$ cat src/rtl/icsp_loader.sv
// Bit-serial ICSP loader: decodes host commands on pgc/pgd and writes program memory.
// Build option: define ICSP_READ_EN to include the Read Data (6'h04) verify path.
module icsp_loader #(
    parameter int ADRS_W      = 9,
    parameter int DATA_W      = 12,
    parameter int SYNC_STAGES = 2
) (
    input  logic              clk,
    input  logic              rst,
    input  logic              pgm_en,
    input  logic              pgc,
    input  logic              pgd_in,
    output logic              pgd_out,
    output logic              pgd_oe,
    output logic              cpu_hold,
    output logic              busy,
    output logic [ADRS_W-1:0] prog_adrs,
    output logic              prog_wr_en,
    output logic [DATA_W-1:0] prog_wr_data,
    input  logic [DATA_W-1:0] prog_rd_data
);

    typedef enum logic [2:0] {IDLE, CMD, LOAD, PROG, READ, ERASE} state_t;

    state_t state, state_next;

    logic [SYNC_STAGES-1:0] pgm_en_sync, pgc_sync, pgd_sync;
    logic                   pgm_en_s, pgc_s, pgd_s;
    logic                   pgm_en_prev, pgc_prev;
    logic                   pgm_rise, pgc_rise, pulse, field_end;
    logic [3:0]             bit_cnt;
    logic [14:0]            sr;
    logic [15:0]            sr_next;
    logic [5:0]             cmd_code;
    logic [ADRS_W-1:0]      address, erase_cnt;
    logic [DATA_W-1:0]      latch;
    logic                   erase_last;
    logic                   unused_bits;

    assign pgm_en_s = pgm_en_sync[SYNC_STAGES-1];
    assign pgc_s    = pgc_sync[SYNC_STAGES-1];
    assign pgd_s    = pgd_sync[SYNC_STAGES-1];
    assign pgm_rise = pgm_en_s & ~pgm_en_prev;
    assign pgc_rise = pgc_s & ~pgc_prev;

    // pgc only matters in the shifting states, and never once the host has let go of pgm_en
    assign pulse      = pgc_rise && pgm_en_s && (state == CMD || state == LOAD || state == READ);
    assign field_end  = pulse && ((state == CMD) ? (bit_cnt == 4'd5) : (bit_cnt == 4'd15));
    assign sr_next    = {pgd_s, sr};
    assign cmd_code   = sr_next[15:10];
    assign erase_last = &erase_cnt;

    always_ff @(posedge clk) begin
        if (!rst) begin
            pgm_en_sync <= '0;
            pgc_sync    <= '0;
            pgd_sync    <= '0;
            pgm_en_prev <= 1'b0;
            pgc_prev    <= 1'b0;
        end else begin
            pgm_en_sync <= {pgm_en_sync[SYNC_STAGES-2:0], pgm_en};
            pgc_sync    <= {pgc_sync[SYNC_STAGES-2:0], pgc};
            pgd_sync    <= {pgd_sync[SYNC_STAGES-2:0], pgd_in};
            pgm_en_prev <= pgm_en_s;
            pgc_prev    <= pgc_s;
        end
    end

    always_ff @(posedge clk) begin
        if (!rst) state <= IDLE;
        else      state <= state_next;
    end

    always_comb begin
        state_next = state;
        if (!pgm_en_s) begin
            state_next = IDLE;
        end else begin
            case (state)
                IDLE: if (pgm_rise) state_next = CMD;
                CMD: begin
                    if (field_end) begin
                        case (cmd_code)
                            6'h02:   state_next = LOAD;
`ifdef ICSP_READ_EN
                            6'h04:   state_next = READ;
`endif
                            6'h08:   state_next = PROG;
                            6'h09:   state_next = ERASE;
                            default: state_next = CMD;
                        endcase
                    end
                end
                LOAD, READ: if (field_end) state_next = CMD;
                PROG:       state_next = CMD;
                ERASE:      if (erase_last) state_next = CMD;
                default:    state_next = IDLE;
            endcase
        end
    end

    always_ff @(posedge clk) begin
        if (!rst) begin
            bit_cnt   <= '0;
            sr        <= '0;
            address   <= '0;
            latch     <= '1;
            erase_cnt <= '0;
        end else begin
            if (state_next != state || field_end) bit_cnt <= '0;
            else if (pulse)                       bit_cnt <= bit_cnt + 4'd1;

            if (pulse) sr <= sr_next[15:1];

            if (state == IDLE && state_next == CMD)
                address <= '0;
            else if (state == CMD && field_end && cmd_code == 6'h06)
                address <= address + 1'b1;

            // start bit is sr_next[0]; the data word sits just above it
            if (state == LOAD && field_end)
                latch <= sr_next[DATA_W:1];
            else if (state == ERASE && erase_last && pgm_en_s)
                latch <= '1;

            erase_cnt <= (state == ERASE) ? erase_cnt + 1'b1 : '0;
        end
    end

`ifdef ICSP_READ_EN
    logic [1:0]        rd_clk;
    logic [DATA_W-1:0] rd_data_q;
    logic [15:0]       rd_word;
    logic              pgd_out_q;

    assign rd_word = {{(15 - DATA_W){1'b0}}, rd_data_q, 1'b0};

    // ROM data follows prog_adrs by one clk, so it is taken on the second READ clk
    always_ff @(posedge clk) begin
        if (!rst) begin
            rd_clk    <= '0;
            rd_data_q <= '0;
            pgd_out_q <= 1'b0;
        end else begin
            if (state != READ)      rd_clk <= '0;
            else if (rd_clk != 2'd2) rd_clk <= rd_clk + 2'd1;

            if (state == READ && rd_clk == 2'd1) rd_data_q <= prog_rd_data;

            if (state != READ) pgd_out_q <= 1'b0;
            else if (pulse)    pgd_out_q <= rd_word[bit_cnt];
        end
    end

    assign pgd_out     = pgd_out_q;
    assign unused_bits = sr_next[0];
`else
    assign pgd_out     = 1'b0;
    assign unused_bits = ^{sr_next[0], prog_rd_data};
`endif

    always_comb begin
        cpu_hold     = (state != IDLE);
        busy         = (state == ERASE);
        prog_wr_en   = (state == PROG) || (state == ERASE);
        prog_adrs    = (state == ERASE) ? erase_cnt : address;
        prog_wr_data = (state == ERASE) ? '1 : latch;
`ifdef ICSP_READ_EN
        pgd_oe       = (state == READ);
`else
        pgd_oe       = 1'b0;
`endif
    end

endmodule
$ cat config.mk
export PLATFORM = sky130hd
export DESIGN_NAME = icsp_loader
export DESIGN_NICKNAME = d
export VERILOG_FILES = /design/src/rtl/icsp_loader.sv
export SDC_FILE = /design/constraint.sdc
export NUM_CORES = 1
export LEC_CHECK = 0
export ABC_CLOCK_PERIOD_IN_PS = 3100
export CAP_MARGIN = 20
export CORE_MARGIN = 2
export CORE_UTILIZATION = 55
export CTS_CLUSTER_DIAMETER = 30
export CTS_CLUSTER_SIZE = 16
export DETAILED_ROUTE_END_ITERATION = 8
export PLACE_DENSITY_LB_ADDON = 0.12
export SLEW_MARGIN = 15
export SYNTH_ARGS = -nofsm -noshare
export SYNTH_HDL_FRONTEND = slang
export SYNTH_SLANG_ARGS = --single-unit
$ cat constraint.sdc
create_clock -name clk -period 3.1 [get_ports clk]
set_clock_uncertainty 0.2 [all_clocks]
set_input_delay 0.62 -clock clk [delete_from_list [all_inputs] [get_ports clk]]
set_output_delay 0.62 -clock clk [all_outputs]
set_load 0.02 [all_outputs]
# Word-level counts from Yosys, hierarchy flattened
# Index checks and enable logic that the tools add are counted.
dict set report word_totals {
  ff_bits 60
  input_bits 17
  out_inout_bits 26
  elab_cells 65
}
dict set report classes {
  n_addsub 3
  eq_ne 13
  n_mux 12
  n_bitwise 5
  n_reduce_logical 21
}
# op count
set ops {}
lappend ops {{two-way mux 12 bit} 3}
lappend ops {{adder 9 x 1 -> 9 bit, second input constant} 2}
lappend ops {{two-way mux 3 bit} 5}
lappend ops {{case mux 3 bit (5 select lines)} 1}
lappend ops {{equality test 6 x 4 -> 1 bit, second input constant} 2}
lappend ops {{logical AND 1 bit} 9}
lappend ops {{two-way mux 9 bit} 1}
lappend ops {{case mux 3 bit (3 select lines)} 1}
lappend ops {{AND reduction 9 bit} 1}
lappend ops {{equality test 3 x 1 -> 1 bit, second input constant} 2}
lappend ops {{equality test 3 x 2 -> 1 bit, second input constant} 2}
lappend ops {{equality test 3 bit, second input constant} 2}
lappend ops {{equality test 6 x 2 -> 1 bit, second input constant} 1}
lappend ops {{equality test 6 x 3 -> 1 bit, second input constant} 1}
lappend ops {{OR reduction 2 bit} 3}
lappend ops {{adder 4 x 1 -> 4 bit, second input constant} 1}
lappend ops {{equality test 4 x 3 -> 1 bit, second input constant} 1}
lappend ops {{equality test 4 bit, second input constant} 1}
lappend ops {{logical OR 1 bit} 4}
lappend ops {{zero test 3 bit} 1}
lappend ops {{inequality test 3 bit} 1}
lappend ops {{inverter 1 bit} 3}
lappend ops {{nonzero test 3 bit} 1}
lappend ops {{AND 1 bit} 2}
lappend ops {{other kinds (3)} 3}

# Logic depth before layout (Yosys ltp)
# Gate-level depths: netlist (run 1).
dict set report logic_depth {
  ltp_word 11
  mapped_depth 9
  depth_no_buf 8
}

# Worst setup path before layout (run 1)
# Ideal clock, no wire load.
dict set report synth_path {
  kind {reg2out}
  from {register state[2]}
  to {output prog_adrs[0]}
  arrival_ps 1560
  t_required_ps 2280
  slack_ps 720
  stages_incl_launch_ff 7
  path_buffers 2
  path_cell_list {dfxtp_1 buf_2 nand3b_1 inv_1 clkbuf_1 nand2_1 nand2_1}
}
dict set report synth_via {
  elab_chain_cells 2
}
# item line
set synth_lines {}
lappend synth_lines {{start: declaration} 25} ;# state_t state, state_next;
lappend synth_lines {{start signal: assignment} 71} ;# else state <= state_next;
lappend synth_lines {{equality test 3 bit} n/a}
lappend synth_lines {{via busy} 16} ;# output logic busy,
lappend synth_lines {{two-way mux 9 bit} 166} ;# prog_adrs = (state == ERASE) ? erase_cnt : address;
lappend synth_lines {{end: declaration} 17} ;# output logic [ADRS_W-1:0] prog_adrs,
# The timed path passes the listed nets, and every way through them passes these cells.

# Worst setup path after layout (run 1)
dict set report layout_path {
  from {register state[0]}
  to {output prog_adrs[8]}
}
dict set report layout_via {
  elab_chain_cells 2
}
# item line
set layout_lines {}
lappend layout_lines {{equality test 3 bit} 166}
lappend layout_lines {{two-way mux 9 bit} 166}
# Every way passes these cells.

==> reports/metrics.yaml, run 1 <==
outcome:
  outcome: "finished clean"
detailed_routing:
  routedWlPerCell_microns: 13.30
  detail_route.first_pass.iterations: 5
  ant_nets: 0
  routed.top_layer: "met4"
  drc: 0
  routed-wl-met2_microns: 2787
  viasPerCell: 5.333
  dr_wl_met3_microns: 191
  drtIter0Drc: 103
  drt-total-wl_microns: 5664
  wl_met1_microns: 2614
  dr_total_vias: 2272
flow_run:
  maxCapViolations: 0
yosys:
  synth_most_common_cell: "dfxtp_1"
  synth_area_leaders: "dfxtp_1, mux2i_1, nor2b_1, nand2_1, nand2b_1"
  synth_common_cells: "dfxtp_1, nand2_1, mux2i_1"
  synth_seq_cells: 59
  synth_async_sr_flop_share_pct: 0
  synthCells: 322
  synth_top_cell_area_share_pct: 41.44
  syn_area_sq_um: 2850
  syn_area_per_cell_sq_um: 8.852
  yosysUniqueCellTypes: 46
  synth_top_area_cell: "dfxtp_1"
  synth_flop_cell: "dfxtp_1"
  seq_area_frac_synth_pct: 41.44
  yosysWarnings: 0
  synth-edff-count: 0
placement:
  port_buffers: 28
  dp_hpwl_microns: 3858
  finalWeightedCongestion: 0.8029
power_and_ir_drop:
  ir_worst_vdd_mv: 0.4251
  power_density_nw_per_um2: 460.3
  p_total_w: 0.001570
  power.leakage_nw: 1.323
clocking:
  ctsLongestPathBuffers: 2
  clock_latency_ns: 0.33
  cts-buffers-inserted: 9
  htreeDepth: 3
  cts.clk_slew.worst_paths_ns: 0.08
  ctsResizeCount: 0
  clock_sinks: 59
  cts-root-buf: "clkbuf_8"
  post_cts_buffers: 0
  hold_buffers: 0
  cts_tree: "yes"
worst_setup_path:
  crit_type: "register to primary output"
  r2r-start: "state[0]"
  cp_top_family: "buffers and inverters"
  cp-end-kind: "primary output"
  cp_slowest_cell: "clkdlybuf4s50_1"
  r2r-end: "sr[5]"
  critPathLaunchType: "register"
  crit_start: "state[0]"
  rrSetupSlack_ns: 0.71
  crit_fanout: 13
  worstPathRequired_ns: 2.28
  crit_top_cell: "nand2_1"
  cpPeakStageDelay_ns: 0.60
  cp_cell_sequence: "nand3b_1 -> inv_1 -> nand2_1 -> nand2_1 -> clkdlybuf4s50_1"
  cp.arrival_ns: 2.08
  path_buf_inv: 2
  r2r_cells: 5
global_routing:
  grt.overflow.total: 0
  grt_use_total_pct: 20.35
  grt_pass1_wl_microns: 9542
  antenna_found_initial: 0
  grt_pass1_vias: 2143
  grt_max_degree: 34
min_path:
  whs_path_depth: 1
  min-delay-start: "pgd_sync[0]"
  hold_class: "register to register"
  holdPathEnd: "pgd_sync[1]"
sta:
  rsz0062_at_grt: "no"
  report.final.setup_viol: 0
  fin_crit_sh_pct: 93.68
  drv_slew: 0
  hold_violations: 0
  max_freq_mhz: 344.3
  slew-limit-headroom_pct: 46.21
  period_minus_slack_ns: 2.904
  fin_setup_tns_ns: 0
  tightestPinTransition_ns: 0.8034
cells_and_area:
  antenna_cells: 0
  area_delta_synth_final_pct: 19.67
  final_nets: 373
  drive_gt1_share_pct: 7.865
die:
  start_util_pct: 56.53
  chipWidth_microns: 75.99
  io-pin-count: 43
  fp.dieH_microns: 75.99
  core_area_sq_um: 5042
  dieArea_sq_um: 5774
  rows: 26
## cells by family (layout without fill, tap and decap cells)
kind of cell / count (synthesis) / after routing / share of synthesized area (%)
AND/OR/NAND/NOR: 155 / 155 / 29.94
other: 1 / 2 / 0.1316
adder cells (fa/ha/maj): 4 / 4 / 1.756
flip-flops: 59 / 59 / 41.44
AO/OA/AOI/OAI: 39 / 39 / 9.395
XOR/XNOR: 11 / 11 / 3.380
multiplexers: 28 / 28 / 9.833
buffers and inverters: 25 / 58 / 4.126
## area by class of cell
| class | instances | area (sq um) |
|---|---|---|
| Fill cell | 435 | 1632 |
| Tap cell | 70 | 87.58 |
| Clock buffer | 11 | 141.4 |
| Multi-Input combinational cell | 239 | 1555 |
| Timing Repair Buffer | 37 | 347.8 |
| Clock inverter | 4 | 75.07 |
| Sequential cell | 59 | 1181 |
| Inverter | 6 | 22.52 |
## sequential cells by signal (all words and copies together) (netlist names)
name and flops:
state 3, pgd_sync 2, pgm_en_prev 1, address 9, latch 12, pgc_prev 1
sr 14, pgm_en_sync 2, erase_cnt 9, bit_cnt 4, pgc_sync 2
## cell usage in the layout (no fill, tap or decap), drive strengths merged, types with 9 or more instances in the layout
cell type | synthesis | final
clkbuf | 11 | 11
buf | 8 | 9
and2 | 9 | 9
nor2b | 26 | 26
nor2 | 23 | 23
mux2i | 28 | 28
dfxtp | 59 | 59
clkdlybuf4s50 | 0 | 28
nand2b | 14 | 14
nand2 | 38 | 38
a21oi | 10 | 10
## power by group
group	internal [W]	total (W)	switching (W)
registers	0.000762	0.000764	0.00000217
clock network	0.000471	0.000767	0.000297
logic	0.0000183	0.0000385	0.0000202
## layer usage
metal,global-route usage (%),vias up
li1,-,1168
met1,24.11,1058
met2,34.20,39
met3,5.569,7
met4,9.818,0
met5,0,-
## stage by stage
step | util [%] | std cells | setup WS [ns] | cell area [sq um] | hold slack [ns]
after floorplan | - | 323 | 0.7202 | 2854 | 0.2119
after global placement | 63.35 | 411 | 0.5576 | 3194 | 0.2143
after detailed placement | 63.35 | 411 | 0.5414 | 3194 | 0.2211
after CTS | 67.64 | 426 | 0.1690 | 3411 | 0.2354
after global routing | 67.64 | 426 | 0.002200 | 3411 | 0.2530
final | 67.64 | 426 | 0.1960 | 3411 | 0.2324
## worst max-delay path by stage
| stage | depth (start not counted) | end | slack [ns] |
|---|---|---|---|
| 2_1_floorplan | 6 | prog_adrs[0] | 0.72 |
| 3_3_place_gp | 5 | prog_adrs[6] | 0.56 |
| 3_5_place_dp | 5 | prog_adrs[8] | 0.54 |
| 4_1_cts | 5 | prog_adrs[8] | 0.17 |
| 5_1_grt | 5 | prog_adrs[6] | 0.002 |
| 6_report | 5 | prog_adrs[8] | 0.20 |
(Power assumes the default switching activity.)
==> run 2, diff against run 1 <==
Settings changed: ABC_CLOCK_PERIOD_IN_PS 3100 to 2600, CORE_UTILIZATION 55 to 48.
Clock period 3.1 ns to 2.6 ns, I/O delays scaled along.
==> run 2 against run 1 <==
Via count is 1.7% higher. Largest cell class unchanged. Worst setup slack lost 0.10 ns. Design area grew 2.1%. Sequential share of layout area fell by 0.65 points.
==> reports/metrics.yaml, run 2 (synthesized netlist as in run 1, its figures left out) <==
outcome:
  outcome: "finished clean"  # unchanged
sta:
  max_freq_mhz: 399.2
  slew-limit-headroom_pct: 45.98  # was 46.21%
  fin_setup_tns_ns: 0  # unchanged
  tightestPinTransition_ns: 0.8067  # was 0.8034 ns
  report.final.setup_viol: 0  # unchanged
  hold_violations: 0  # unchanged
  rsz0062_at_grt: "no"  # unchanged
  period_minus_slack_ns: 2.505
  fin_crit_sh_pct: 96.35
  drv_slew: 0  # unchanged
power_and_ir_drop:
  power.leakage_nw: 1.502  # was 1.323 nW
  p_total_w: 0.001689  # was 0.001570 W
  ir_worst_vdd_mv: 0.2964  # was 0.4251 mV
  power_density_nw_per_um2: 484.9  # was 460.3 nW/um^2
detailed_routing:
  dr_total_vias: 2310  # was 2,272
  routedWlPerCell_microns: 13.39  # was 13.30 microns
  ant_nets: 0  # unchanged
  drt-total-wl_microns: 5864  # was 5664 microns
  detail_route.first_pass.iterations: 4  # was 5
  drc: 0  # unchanged
  viasPerCell: 5.274  # was 5.333
  drtIter0Drc: 70  # was 103
die:
  start_util_pct: 49.01  # was 56.53%
  fp.dieH_microns: 81.06  # was 75.99 microns
  dieArea_sq_um: 6571  # was 5774 sq um
  core_area_sq_um: 5816  # was 5042 sq um
  io-pin-count: 43  # unchanged
  chipWidth_microns: 81.06  # was 75.99 microns
  rows: 28  # was 26
cells_and_area:
  largest_reg_flops: 14  # unchanged
  layout.cells.non_filler: 438  # was 426
  final_nets: 379  # was 373
  top_register: "sr"  # unchanged
  reg_top3: "sr: 14 flops, latch: 12 flops"  # unchanged
  mostFrequentLayoutCell: "dfxtp_1"  # unchanged
  mostFrequentLayoutCells: "dfxtp_1, nand2_1, mux2i_1, nor2b_1, nor2_1"  # was dfxtp_1, nand2_1, mux2i_1, clkdlybuf4s50_1, nor2b_1
  drive_gt1_share_pct: 9.917  # was 7.865%
  area_delta_synth_final_pct: 22.21  # was 19.67%
  antenna_cells: 0  # unchanged
  n_fill_cell: 552  # was 435
worst_setup_path:
  cp.arrival_ns: 1.79  # was 2.08 ns
  crit_type: "register to primary output"  # unchanged
  crit_start: "state[0]"  # unchanged
  crit_fanout: 8  # was 13
  worstPathRequired_ns: 1.88  # was 2.28 ns
  r2r-start: "state[2]"  # was state[0]
  critPathLaunchType: "register"  # unchanged
  cp-end-kind: "primary output"  # unchanged
min_path:
  hold_class: "register to register"  # unchanged
  min-delay-start: "pgd_sync[0]"  # unchanged
clocking:
  clock_sinks: 59  # unchanged
  htreeDepth: 3  # unchanged
  cts-buffers-inserted: 9  # unchanged
  cts_tree: "yes"  # unchanged
  cts-root-buf: "clkbuf_8"  # unchanged
  clock_latency_ns: 0.33  # about the same
  cts.clk_slew.worst_paths_ns: 0.06  # was 0.08 ns
  ctsLongestPathBuffers: 2  # unchanged
  hold_buffers: 0  # unchanged
global_routing:
  grt_max_degree: 39  # was 34
  grt.overflow.total: 0  # unchanged
  grt_pass1_vias: 2198  # was 2,143
  grt_use_total_pct: 19.48  # was 20.35%
  antenna_found_initial: 0  # unchanged
  grt_pass1_wl_microns: 9853  # was 9542 microns
placement:
  dp_hpwl_microns: 4001  # was 3858 microns
  port_buffers: 28  # unchanged
  finalWeightedCongestion: 0.7820  # was 0.8029
  dp_cells: 419  # was 411
flow_run:
  maxCapViolations: 0  # unchanged
## run 2: where the power goes
| part | internal (W) | switching [W] | total, W |
|---|---|---|---|
| clock network | 0.000396 | 0.000335 | 0.000731 |
| logic | 0.0000219 | 0.0000244 | 0.0000463 |
| registers | 0.000909 | 0.00000293 | 0.000912 |
| total | 0.00133 | 0.000362 | 0.00169 |
## run 2: path summary, 6_finish.rpt
path / to / slack [ns] / cells after the start
worst min register to register: pgd_sync[1] / 0.23 / 1
worst max-delay path: cpu_hold / 0.09 / 3
worst max register to register: bit_cnt[0] / 0.25 / 5
worst min-delay path: pgd_sync[1] / 0.23 / 1
## run 2: routing by layer
metal	up-vias	part of all wire, %	GRT usage [%]	wire [microns]
met2	32	48	32.07	2801
met3	11	3.3	3.333	194
met4	0	2.5	11.53	144
met1	1080	46	23.83	2724
met5	-	0	0	0
li1	1187	-	-	-
## run 2: final cells by class
type | instances | area [sq um] | area share [%]
Sequential cell | 59 | 1184 | 33.98
Timing Repair inverter | 1 | 7.507 | 0.2155
Inverter | 6 | 25.02 | 0.7184
Timing Repair Buffer | 42 | 445.4 | 12.79
Clock buffer | 14 | 162.7 | 4.670
Multi-Input combinational cell | 239 | 1555 | 44.65
Clock inverter | 2 | 10.01 | 0.2874
Tap cell | 75 | 93.84 | 2.694
## run 2: what timing repair did
action                                  in CTS  in global routing
buffers inserted                             0                  2
endpoints found under the setup margin      22                 10
gates cloned                                 0                  1
pin swaps                                    0                  1
gates resized for setup                      4                 23
## run 2: through the flow
step / setup WS, ns / area (sq um) / hold WS [ns] / util, %
3_3_place_gp: 0.1979 / 3223 / 0.2133 / 55.42
5_1_grt: 0.03919 / 3483 / 0.2506 / 59.90
3_5_place_dp: 0.1775 / 3223 / 0.2185 / 55.42
4_1_cts: 0.006576 / 3402 / 0.2335 / 58.50
6_report: 0.09498 / 3483 / 0.2297 / 59.90
2_1_floorplan: 0.3202 / 2854 / 0.2119 / -
## run 2: worst max-delay path, cell delays in order, from the launching register on
cell and delay, ns:
dfxtp_2 0.37, buf_4 0.16, or3_1 0.37, clkdlybuf4s50_1 0.55
